`config.mk`:
```
export PLATFORM = sky130hd
export DESIGN_NAME = float_mul_pipe_flat
export DESIGN_NICKNAME = d
export VERILOG_FILES = /design/src/rtl/float_mul_if.sv /design/src/rtl/float_mul_pipe.sv /design/src/flat_wrapper.sv
export SDC_FILE = /design/constraint.sdc
export NUM_CORES = 2
export LEC_CHECK = 0
export ABC_CLOCK_PERIOD_IN_PS = 19850
export BUFFER_PORTS_ARGS = -buffer_cell sky130_fd_sc_hd__buf_2
export CELL_PAD_IN_SITES_DETAIL_PLACEMENT = 0
export CELL_PAD_IN_SITES_GLOBAL_PLACEMENT = 1
export CORE_MARGIN = 2
export CORE_UTILIZATION = 55
export DETAILED_ROUTE_END_ITERATION = 8
export PLACE_DENSITY = 0.93
export SYNTH_ARGS = -nofsm -noshare
export SYNTH_HDL_FRONTEND = slang
export SYNTH_SLANG_ARGS = --single-unit
```
`constraint.sdc`:
```
create_clock -name clk -period 19.85 [get_ports clk]
set_input_delay 1.985 -clock clk [delete_from_list [all_inputs] [get_ports clk]]
set_output_delay 1.985 -clock clk [all_outputs]
set_load 0.05 [all_outputs]
```
`src/rtl/float_mul_if.sv`:
```
// Operand/result handshake bundle for the pipelined floating-point multiplier.
// The slave side is the multiplier; the master side feeds operands and drains results.
interface float_mul_if #(
  parameter int EXP_W = 8,
  parameter int MAN_W = 23
);
  localparam int W = 1 + EXP_W + MAN_W;

  logic         in_valid;
  logic         in_ready;
  logic [W-1:0] a;
  logic [W-1:0] b;
  logic         out_valid;
  logic         out_ready;
  logic [W-1:0] result;
  logic         flag_ovf;
  logic         flag_unf;
  logic         flag_inv;

  modport master (
    output in_valid, a, b, out_ready,
    input  in_ready, out_valid, result, flag_ovf, flag_unf, flag_inv
  );

  modport slave (
    input  in_valid, a, b, out_ready,
    output in_ready, out_valid, result, flag_ovf, flag_unf, flag_inv
  );
endinterface

```
`src/rtl/float_mul_pipe.sv`:
```
// Pipelined IEEE-style multiplier: operand capture, unpack/classify, product, round/pack.
// Denormal inputs flush to zero; results round to nearest even with ovf/unf/inv flags.
module float_mul_pipe #(
  parameter int EXP_W = 8,
  parameter int MAN_W = 23
) (
  input logic      clk,
  input logic      rst_n,
  float_mul_if.slave bus
);
  localparam int W  = 1 + EXP_W + MAN_W;
  localparam int SW = MAN_W + 1;
  localparam int PW = 2 * MAN_W + 2;
  localparam int EW = EXP_W + 2;
  localparam int BIAS_I = (1 << (EXP_W - 1)) - 1;
  localparam int EMAX_I = (1 << EXP_W) - 1;
  localparam logic signed [EW-1:0] BIAS = EW'(BIAS_I);
  localparam logic signed [EW-1:0] EXP_MAX = EW'(EMAX_I);
  localparam logic [EXP_W-1:0] EXP_ONES = {EXP_W{1'b1}};

  typedef enum logic [1:0] {K_NORM = 2'd0, K_INV = 2'd1, K_INF = 2'd2, K_ZERO = 2'd3} kind_t;

  // stage registers: 0 = operand capture, 1 = classified, 2 = product, 3 = output
  logic                 v0_r, v1_r, v2_r, v3_r;
  logic [W-1:0]         a0_r, b0_r;
  logic                 sign1_r, sign2_r;
  kind_t                kind1_r, kind2_r;
  logic signed [EW-1:0] e1_r, e2_r;
  logic [SW-1:0]        siga1_r, sigb1_r;
  logic [PW-1:0]        prod2_r;
  logic [W-1:0]         result_r;
  logic                 ovf_r, unf_r, inv_r;

  logic en0_s, en1_s, en2_s, en3_s;

  // a stage may load when empty or when the stage after it loads this cycle
  always_comb begin
    en3_s = !v3_r || bus.out_ready;
    en2_s = !v2_r || en3_s;
    en1_s = !v1_r || en2_s;
    en0_s = !v0_r || en1_s;
  end

  assign bus.in_ready  = en0_s;
  assign bus.out_valid = v3_r;
  assign bus.result    = result_r;
  assign bus.flag_ovf  = ovf_r;
  assign bus.flag_unf  = unf_r;
  assign bus.flag_inv  = inv_r;

  logic [EXP_W-1:0]     ea_s, eb_s;
  logic [MAN_W-1:0]     ma_s, mb_s;
  logic                 zero_a_s, zero_b_s, inf_a_s, inf_b_s, nan_a_s, nan_b_s;
  kind_t                kind_s;
  logic signed [EW-1:0] e_sum_s;

  // classify captured operands; special-value priority is inv > inf > zero
  always_comb begin
    ea_s     = a0_r[W-2 -: EXP_W];
    eb_s     = b0_r[W-2 -: EXP_W];
    ma_s     = a0_r[MAN_W-1:0];
    mb_s     = b0_r[MAN_W-1:0];
    zero_a_s = (ea_s == {EXP_W{1'b0}});
    zero_b_s = (eb_s == {EXP_W{1'b0}});
    inf_a_s  = (ea_s == EXP_ONES) && (ma_s == {MAN_W{1'b0}});
    inf_b_s  = (eb_s == EXP_ONES) && (mb_s == {MAN_W{1'b0}});
    nan_a_s  = (ea_s == EXP_ONES) && (ma_s != {MAN_W{1'b0}});
    nan_b_s  = (eb_s == EXP_ONES) && (mb_s != {MAN_W{1'b0}});
    e_sum_s  = $signed({2'b00, ea_s}) + $signed({2'b00, eb_s}) - BIAS;
    if (nan_a_s || nan_b_s || (inf_a_s && zero_b_s) || (zero_a_s && inf_b_s)) begin
      kind_s = K_INV;
    end else if (inf_a_s || inf_b_s) begin
      kind_s = K_INF;
    end else if (zero_a_s || zero_b_s) begin
      kind_s = K_ZERO;
    end else begin
      kind_s = K_NORM;
    end
  end

  logic [PW-2:0]        norm_s;
  logic [MAN_W-1:0]     man_s;
  logic                 guard_s, sticky_s, inc_s;
  logic [MAN_W:0]       rnd_s;
  logic signed [EW-1:0] e_fin_s;
  logic [W-1:0]         pack_s;
  logic                 ovf_s, unf_s, inv_s;

  // normalise the product, round to nearest even and pack the result word
  always_comb begin
    norm_s   = prod2_r[PW-1] ? prod2_r[PW-2:0] : {prod2_r[PW-3:0], 1'b0};
    man_s    = norm_s[PW-2 -: MAN_W];
    guard_s  = norm_s[MAN_W];
    sticky_s = |norm_s[MAN_W-1:0];
    inc_s    = guard_s && (sticky_s || man_s[0]);
    rnd_s    = {1'b0, man_s} + {{MAN_W{1'b0}}, inc_s};
    e_fin_s  = e2_r + EW'(prod2_r[PW-1]) + EW'(rnd_s[MAN_W]);
    pack_s   = {W{1'b0}};
    ovf_s    = 1'b0;
    unf_s    = 1'b0;
    inv_s    = 1'b0;
    case (kind2_r)
      K_INV: begin
        pack_s = {1'b0, EXP_ONES, 1'b1, {(MAN_W-1){1'b0}}};
        inv_s  = 1'b1;
      end
      K_INF: begin
        pack_s = {sign2_r, EXP_ONES, {MAN_W{1'b0}}};
      end
      K_ZERO: begin
        pack_s = {sign2_r, {(EXP_W+MAN_W){1'b0}}};
      end
      K_NORM: begin
        if (e_fin_s >= EXP_MAX) begin
          pack_s = {sign2_r, EXP_ONES, {MAN_W{1'b0}}};
          ovf_s  = 1'b1;
        end else if (e_fin_s <= $signed({EW{1'b0}})) begin
          pack_s = {sign2_r, {(EXP_W+MAN_W){1'b0}}};
          unf_s  = 1'b1;
        end else begin
          pack_s = {sign2_r, e_fin_s[EXP_W-1:0], rnd_s[MAN_W-1:0]};
        end
      end
      default: begin
        pack_s = {W{1'b0}};
      end
    endcase
  end

  // pipeline advance; data registers only load when the upstream slot is valid
  always_ff @(posedge clk or negedge rst_n) begin
    if (!rst_n) begin
      v0_r     <= 1'b0;
      v1_r     <= 1'b0;
      v2_r     <= 1'b0;
      v3_r     <= 1'b0;
      a0_r     <= {W{1'b0}};
      b0_r     <= {W{1'b0}};
      sign1_r  <= 1'b0;
      sign2_r  <= 1'b0;
      kind1_r  <= K_ZERO;
      kind2_r  <= K_ZERO;
      e1_r     <= {EW{1'b0}};
      e2_r     <= {EW{1'b0}};
      siga1_r  <= {SW{1'b0}};
      sigb1_r  <= {SW{1'b0}};
      prod2_r  <= {PW{1'b0}};
      result_r <= {W{1'b0}};
      ovf_r    <= 1'b0;
      unf_r    <= 1'b0;
      inv_r    <= 1'b0;
    end else begin
      if (en0_s) begin
        v0_r <= bus.in_valid;
        if (bus.in_valid) begin
          a0_r <= bus.a;
          b0_r <= bus.b;
        end
      end
      if (en1_s) begin
        v1_r <= v0_r;
        if (v0_r) begin
          sign1_r <= a0_r[W-1] ^ b0_r[W-1];
          kind1_r <= kind_s;
          e1_r    <= e_sum_s;
          siga1_r <= {1'b1, ma_s};
          sigb1_r <= {1'b1, mb_s};
        end
      end
      if (en2_s) begin
        v2_r <= v1_r;
        if (v1_r) begin
          sign2_r <= sign1_r;
          kind2_r <= kind1_r;
          e2_r    <= e1_r;
          prod2_r <= siga1_r * sigb1_r;
        end
      end
      if (en3_s) begin
        v3_r <= v2_r;
        if (v2_r) begin
          result_r <= pack_s;
          ovf_r    <= ovf_s;
          unf_r    <= unf_s;
          inv_r    <= inv_s;
        end
      end
    end
  end
endmodule

```
`src/flat_wrapper.sv`:
```
// flat-port wrapper written by rule: the top's interface ports become plain ports
module float_mul_pipe_flat 
#(
  parameter int EXP_W = 8,
  parameter int MAN_W = 23
)
  (clk, rst_n, bus_in_valid, bus_a, bus_b, bus_out_ready, bus_in_ready, bus_out_valid, bus_result, bus_flag_ovf, bus_flag_unf, bus_flag_inv);
  float_mul_if #(.EXP_W(EXP_W), .MAN_W(MAN_W)) bus_i ();
  input logic clk;
  input logic rst_n;
  input wire logic [$bits(bus_i.in_valid)-1:0] bus_in_valid;
  input wire logic [$bits(bus_i.a)-1:0] bus_a;
  input wire logic [$bits(bus_i.b)-1:0] bus_b;
  input wire logic [$bits(bus_i.out_ready)-1:0] bus_out_ready;
  output wire logic [$bits(bus_i.in_ready)-1:0] bus_in_ready;
  output wire logic [$bits(bus_i.out_valid)-1:0] bus_out_valid;
  output wire logic [$bits(bus_i.result)-1:0] bus_result;
  output wire logic [$bits(bus_i.flag_ovf)-1:0] bus_flag_ovf;
  output wire logic [$bits(bus_i.flag_unf)-1:0] bus_flag_unf;
  output wire logic [$bits(bus_i.flag_inv)-1:0] bus_flag_inv;
  assign bus_i.in_valid = bus_in_valid;
  assign bus_i.a = bus_a;
  assign bus_i.b = bus_b;
  assign bus_i.out_ready = bus_out_ready;
  assign bus_in_ready = bus_i.in_ready;
  assign bus_out_valid = bus_i.out_valid;
  assign bus_result = bus_i.result;
  assign bus_flag_ovf = bus_i.flag_ovf;
  assign bus_flag_unf = bus_i.flag_unf;
  assign bus_flag_inv = bus_i.flag_inv;
  float_mul_pipe #(.EXP_W(EXP_W), .MAN_W(MAN_W)) u_core (.clk(clk), .rst_n(rst_n), .bus(bus_i));
endmodule
```
==> metrics.md <==
| Metric | Value |
|---|---|
| Run status | complete, no violations |
| Clock insertion delay at the later pin of the skew report | roughly 570 ps |
| Unique cell type count in the Yosys netlist | 77 |
| H-tree level count | 1 |
| CP peak stage delay | roughly 970 ps |
| Arrival time reported for the critical path endpoint | roughly 7900 ps |
| Launching element type of the critical path | register |
| Worst setup EP type | register |
| Total number of vias | approximately 21,000 |
| Layout cell share with drive strength beyond 1 | about a tenth |
| Unrepaired setup endpoints after global routing | false |
| Critical path peak fanout | 25 |
| Synthesis-to-finish area growth | 5.87% |
| Total Wirelength | 72.6 mm |
| Slew Limit Fails | 0 |
| Final-layout fill cell count | between 4,000 and 5,000 |
| Final antenna diode count | 0 |
| I/O pin count | between 100 and 150 |
| Number of standard cells after synthesis | 3,098 |
| Die area | approximately 0.055 mm2 |
| Detail-routed net length per standard cell | about 19 um |
| Chip height | between 200 and 250 um |
| Total number of placement rows | 84 |
| Sequential area share after synthesis | between 10% and 20% |
| Minimum setup slack among reg-to-reg paths | between 10,000 and 15,000 ps |
| First DRT Iteration DRCs | 1,631 |
| Largest area contributor in the netlist | sky130_fd_sc_hd__fa_1 |
| Clock-pin slew on the worst setup and hold paths | ~60 ps |
| Seq cells post-synth | 224 |
| Number of search-and-repair iterations in the first detailed-routing pass | 5 |
| Total clock buffers created by CTS | 25 |
| Ordered cell list for the critical path | nand2_1 > fa_1 > inv_1 > fa_1 > inv_1 > fa_1 > inv_1 > fa_1 > inv_1 > fa_1 > inv_1 > fa_1 > inv_1 > fa_1 > inv_1 > ha_1 > a21o_1 > a21oi_2 > a21oi_1 > a2111oi_2 > nor2_1 > a211oi_2 > xor2_1 > o21ai_1 |
| Number of nets in the finished design | 3,817 |
| Total half-perimeter wirelength after legalization and detailed placement | 55.2 mm |
| Die width | about 230 um |
| Yosys Warn Count | 0 |
| Number of global-route vias before repair | about 23,000 |
| Number of flops mapped to enable cells by yosys | 0 |
| Number of instances resized during post-cts repair | 0 |
| Post-route DRC violation count | 0 |
| CTS Hold Bufs | 0 |
| Total negative setup slack | 0 ps |
| Synthesized area per cell | between 9 and 10 um2 |
| Worst endpoint required time | 20,270 ps |
| Routability cong. | roughly 0.93 |
| RR Startpoint | u_core.sigb1_r[3]$_DFFE_PN0P_ |
| Total core area | ~0.053 mm2 |
| Antenna violations before repair | 0 |
| Mapped cell area | 0.0292 mm2 |
| IO Port Bufs | approximately 100 |
| Capture point of the worst reg-to-reg path | u_core.prod2_r[44]$_DFFE_PN0P_ |
| Clock root buffer master | sky130_fd_sc_hd__clkbuf_16 |
| Post-synth net total | between 3,000 and 4,000 |
| Antenna-violating nets left | 0 |
| Initial core utilization | 55.7% |
| Detail-routed via count per cell | 5.59 |
| Worst hold path endpoint | u_core.kind2_r[0]$_DFFE_PN1P_ |
| Hold Violations, Final | 0 |
| Clock tree from TritonCTS | done |
| Critical path type | reg -> reg |
| Hold wc startpoint | u_core.kind1_r[0]$_DFFE_PN1P_ |
| Path depth of the worst reg2reg path | 24 |
| Synth area leaders | sky130_fd_sc_hd__fa_1, sky130_fd_sc_hd__dfrtp_1, sky130_fd_sc_hd__ha_1 |
| Slowest stage cell on the critical path | sky130_fd_sc_hd__dfrtp_1 |
| Hold/Removal Path Class | reg -> reg |
| Post-CTS setup buffers | 0 |
| Worst-margin pin slew | between 1000 and 1500 ps |
| Crit share post-route | between 30 and 40% |
| Post-synth top area share | 33.1% |
| All-Layer GR Usage | roughly 27% |
| Deepest clock path buffer count | 3 |
| Clock period minus worst slack | about 7500 ps |
| Max Cap Viol | 0 |
| Instance count along the most critical hold path | 2 |
| Largest net degree at the start of global routing | between 90 and 100 |
| Ys flop type | sky130_fd_sc_hd__dfrtp_1 |
| Number of setup violations in the final report | 0 |
| Worst relative slew slack | around 14% |
| Overflow after GRT | 0 |
| Sink count of the clock tree | about 220 |
| Global-route wire length before repair | 118 mm |
| Share of flip-flops with an asynchronous set or reset after synthesis | 100% |
| Worst Skew | 18.9 ps |
| F_max | between 0.1 and 0.15 GHz |
==> critical path, delay by kind of cell (launching register included) <==
kind / cells / cell delay (ps)
AND/OR/NAND/NOR: 2 / 470
flip-flops: 1 / 970
buffers and inverters: 7 / 360
AO/OA/AOI/OAI: 6 / 1430
adder cells (fa/ha/maj): 8 / 3970
XOR/XNOR: 1 / 160
==> sequential cells by signal (all words and copies together), names as in the netlist, 2 cells and up <==
name	cells
u_core.b0_r	32
u_core.e1_r	10
u_core.prod2_r	48
u_core.bus.result	32
u_core.siga1_r	23
u_core.e2_r	10
u_core.sigb1_r	24
u_core.kind1_r	2
u_core.kind2_r	2
u_core.a0_r	32
==> synthesized netlist by cell type (15+ instances only) <==
cell type                    n
sky130_fd_sc_hd__inv_1     556
sky130_fd_sc_hd__nand2_1   498
sky130_fd_sc_hd__fa_1      484
sky130_fd_sc_hd__and2_1    293
sky130_fd_sc_hd__dfrtp_1   220
sky130_fd_sc_hd__ha_1      185
sky130_fd_sc_hd__clkbuf_1  139
sky130_fd_sc_hd__mux2_2    116
sky130_fd_sc_hd__o21ai_0    84
sky130_fd_sc_hd__a21oi_1    66
sky130_fd_sc_hd__nor2_1     49
sky130_fd_sc_hd__xnor2_1    48
sky130_fd_sc_hd__xor2_1     45
sky130_fd_sc_hd__nand4_1    30
sky130_fd_sc_hd__nand3_1    27
sky130_fd_sc_hd__a21o_1     24
sky130_fd_sc_hd__o31ai_1    18
sky130_fd_sc_hd__nand2b_1   16
sky130_fd_sc_hd__nor4_1     15
==> cell families (layout without fill, tap and decap cells) <==
group,count (synthesis),in the layout,synth area share [%]
simple gates,987,987,16.5
buf+inv,718,717,9.35
fa+ha+maj,669,669,41.0
compound gates,278,278,6.18
flops,224,224,19.2
mux,129,129,4.91
xor+xnor,93,93,2.79
==> placed cells by master, fill, tap and decap left out, drive strengths merged, types with 4 or more instances in the layout <==
master,Yosys,final
a2111oi,4,4
a211oi,8,8
a21o,24,24
a21oi,68,68
a22o,4,4
a22oi,5,5
a31oi,6,6
and2,294,294
and3,8,8
buf,23,117
clkbuf,139,34
clkinv,0,4
dfrtp,220,220
dfstp,4,4
fa,484,484
ha,185,185
inv,556,558
mux2,116,116
mux2i,13,13
nand2,500,500
nand2b,16,16
nand3,27,27
nand4,31,31
nor2,50,50
nor2b,7,7
nor3,14,14
nor4,15,15
o211ai,8,8
o21ai,98,98
o21bai,11,11
o31ai,18,18
o41ai,4,4
or2,4,4
or4,4,4
xnor2,48,48
xor2,45,45
==> routing by layer <==
layer,vias up,track usage (%),share of wire [%]
li1,9485,-,-
met5,-,0,0
met3,178,4.82,7.9
met4,0,8.31,3.3
met1,10700,37.3,42
met2,752,44.8,47
==> stage by stage <==
stage	setup slack [ps]	utilization [%]	instance area, um2	std cells	hold WS (ps)
after floorplan	13250	-	29200	3098	433
after global placement	12450	57.3	30100	3741	453
after detailed placement	12370	57.3	30100	3741	458
after CTS	12370	58.9	31000	3785	467
after global routing	11900	58.9	31000	3785	487
final	12350	58.9	31000	3785	462
==> final cells by class <==
class / instances / area [um2] / share of cell area, %
clock buffer: 34 / 729 / 2.36
clock inverter: 10 / 134 / 0.432
inverter: 556 / 2090 / 6.74
multi-input combinational: 2156 / 20900 / 67.5
sequential: 224 / 5610 / 18.1
tap: 688 / 861 / 2.78
timing repair buffer: 117 / 628 / 2.03
==> worst max path at each step <==
stage / startpoint / end / cells after the start
floorplan: u_core.sigb1_r[3]$_DFFE_PN0P_ / u_core.prod2_r[41]$_DFFE_PN0P_ / 27
global placement: u_core.siga1_r[16]$_DFFE_PN0P_ / u_core.prod2_r[44]$_DFFE_PN0P_ / 23
detailed placement: u_core.siga1_r[13]$_DFFE_PN0P_ / u_core.prod2_r[44]$_DFFE_PN0P_ / 24
CTS: u_core.siga1_r[13]$_DFFE_PN0P_ / u_core.prod2_r[44]$_DFFE_PN0P_ / 24
global route: u_core.sigb1_r[3]$_DFFE_PN0P_ / u_core.prod2_r[44]$_DFFE_PN0P_ / 24
finish: u_core.sigb1_r[3]$_DFFE_PN0P_ / u_core.prod2_r[44]$_DFFE_PN0P_ / 24
Power is not shown: default switching activity piles up to over one toggle a cycle in this logic, so the estimate is an artifact.
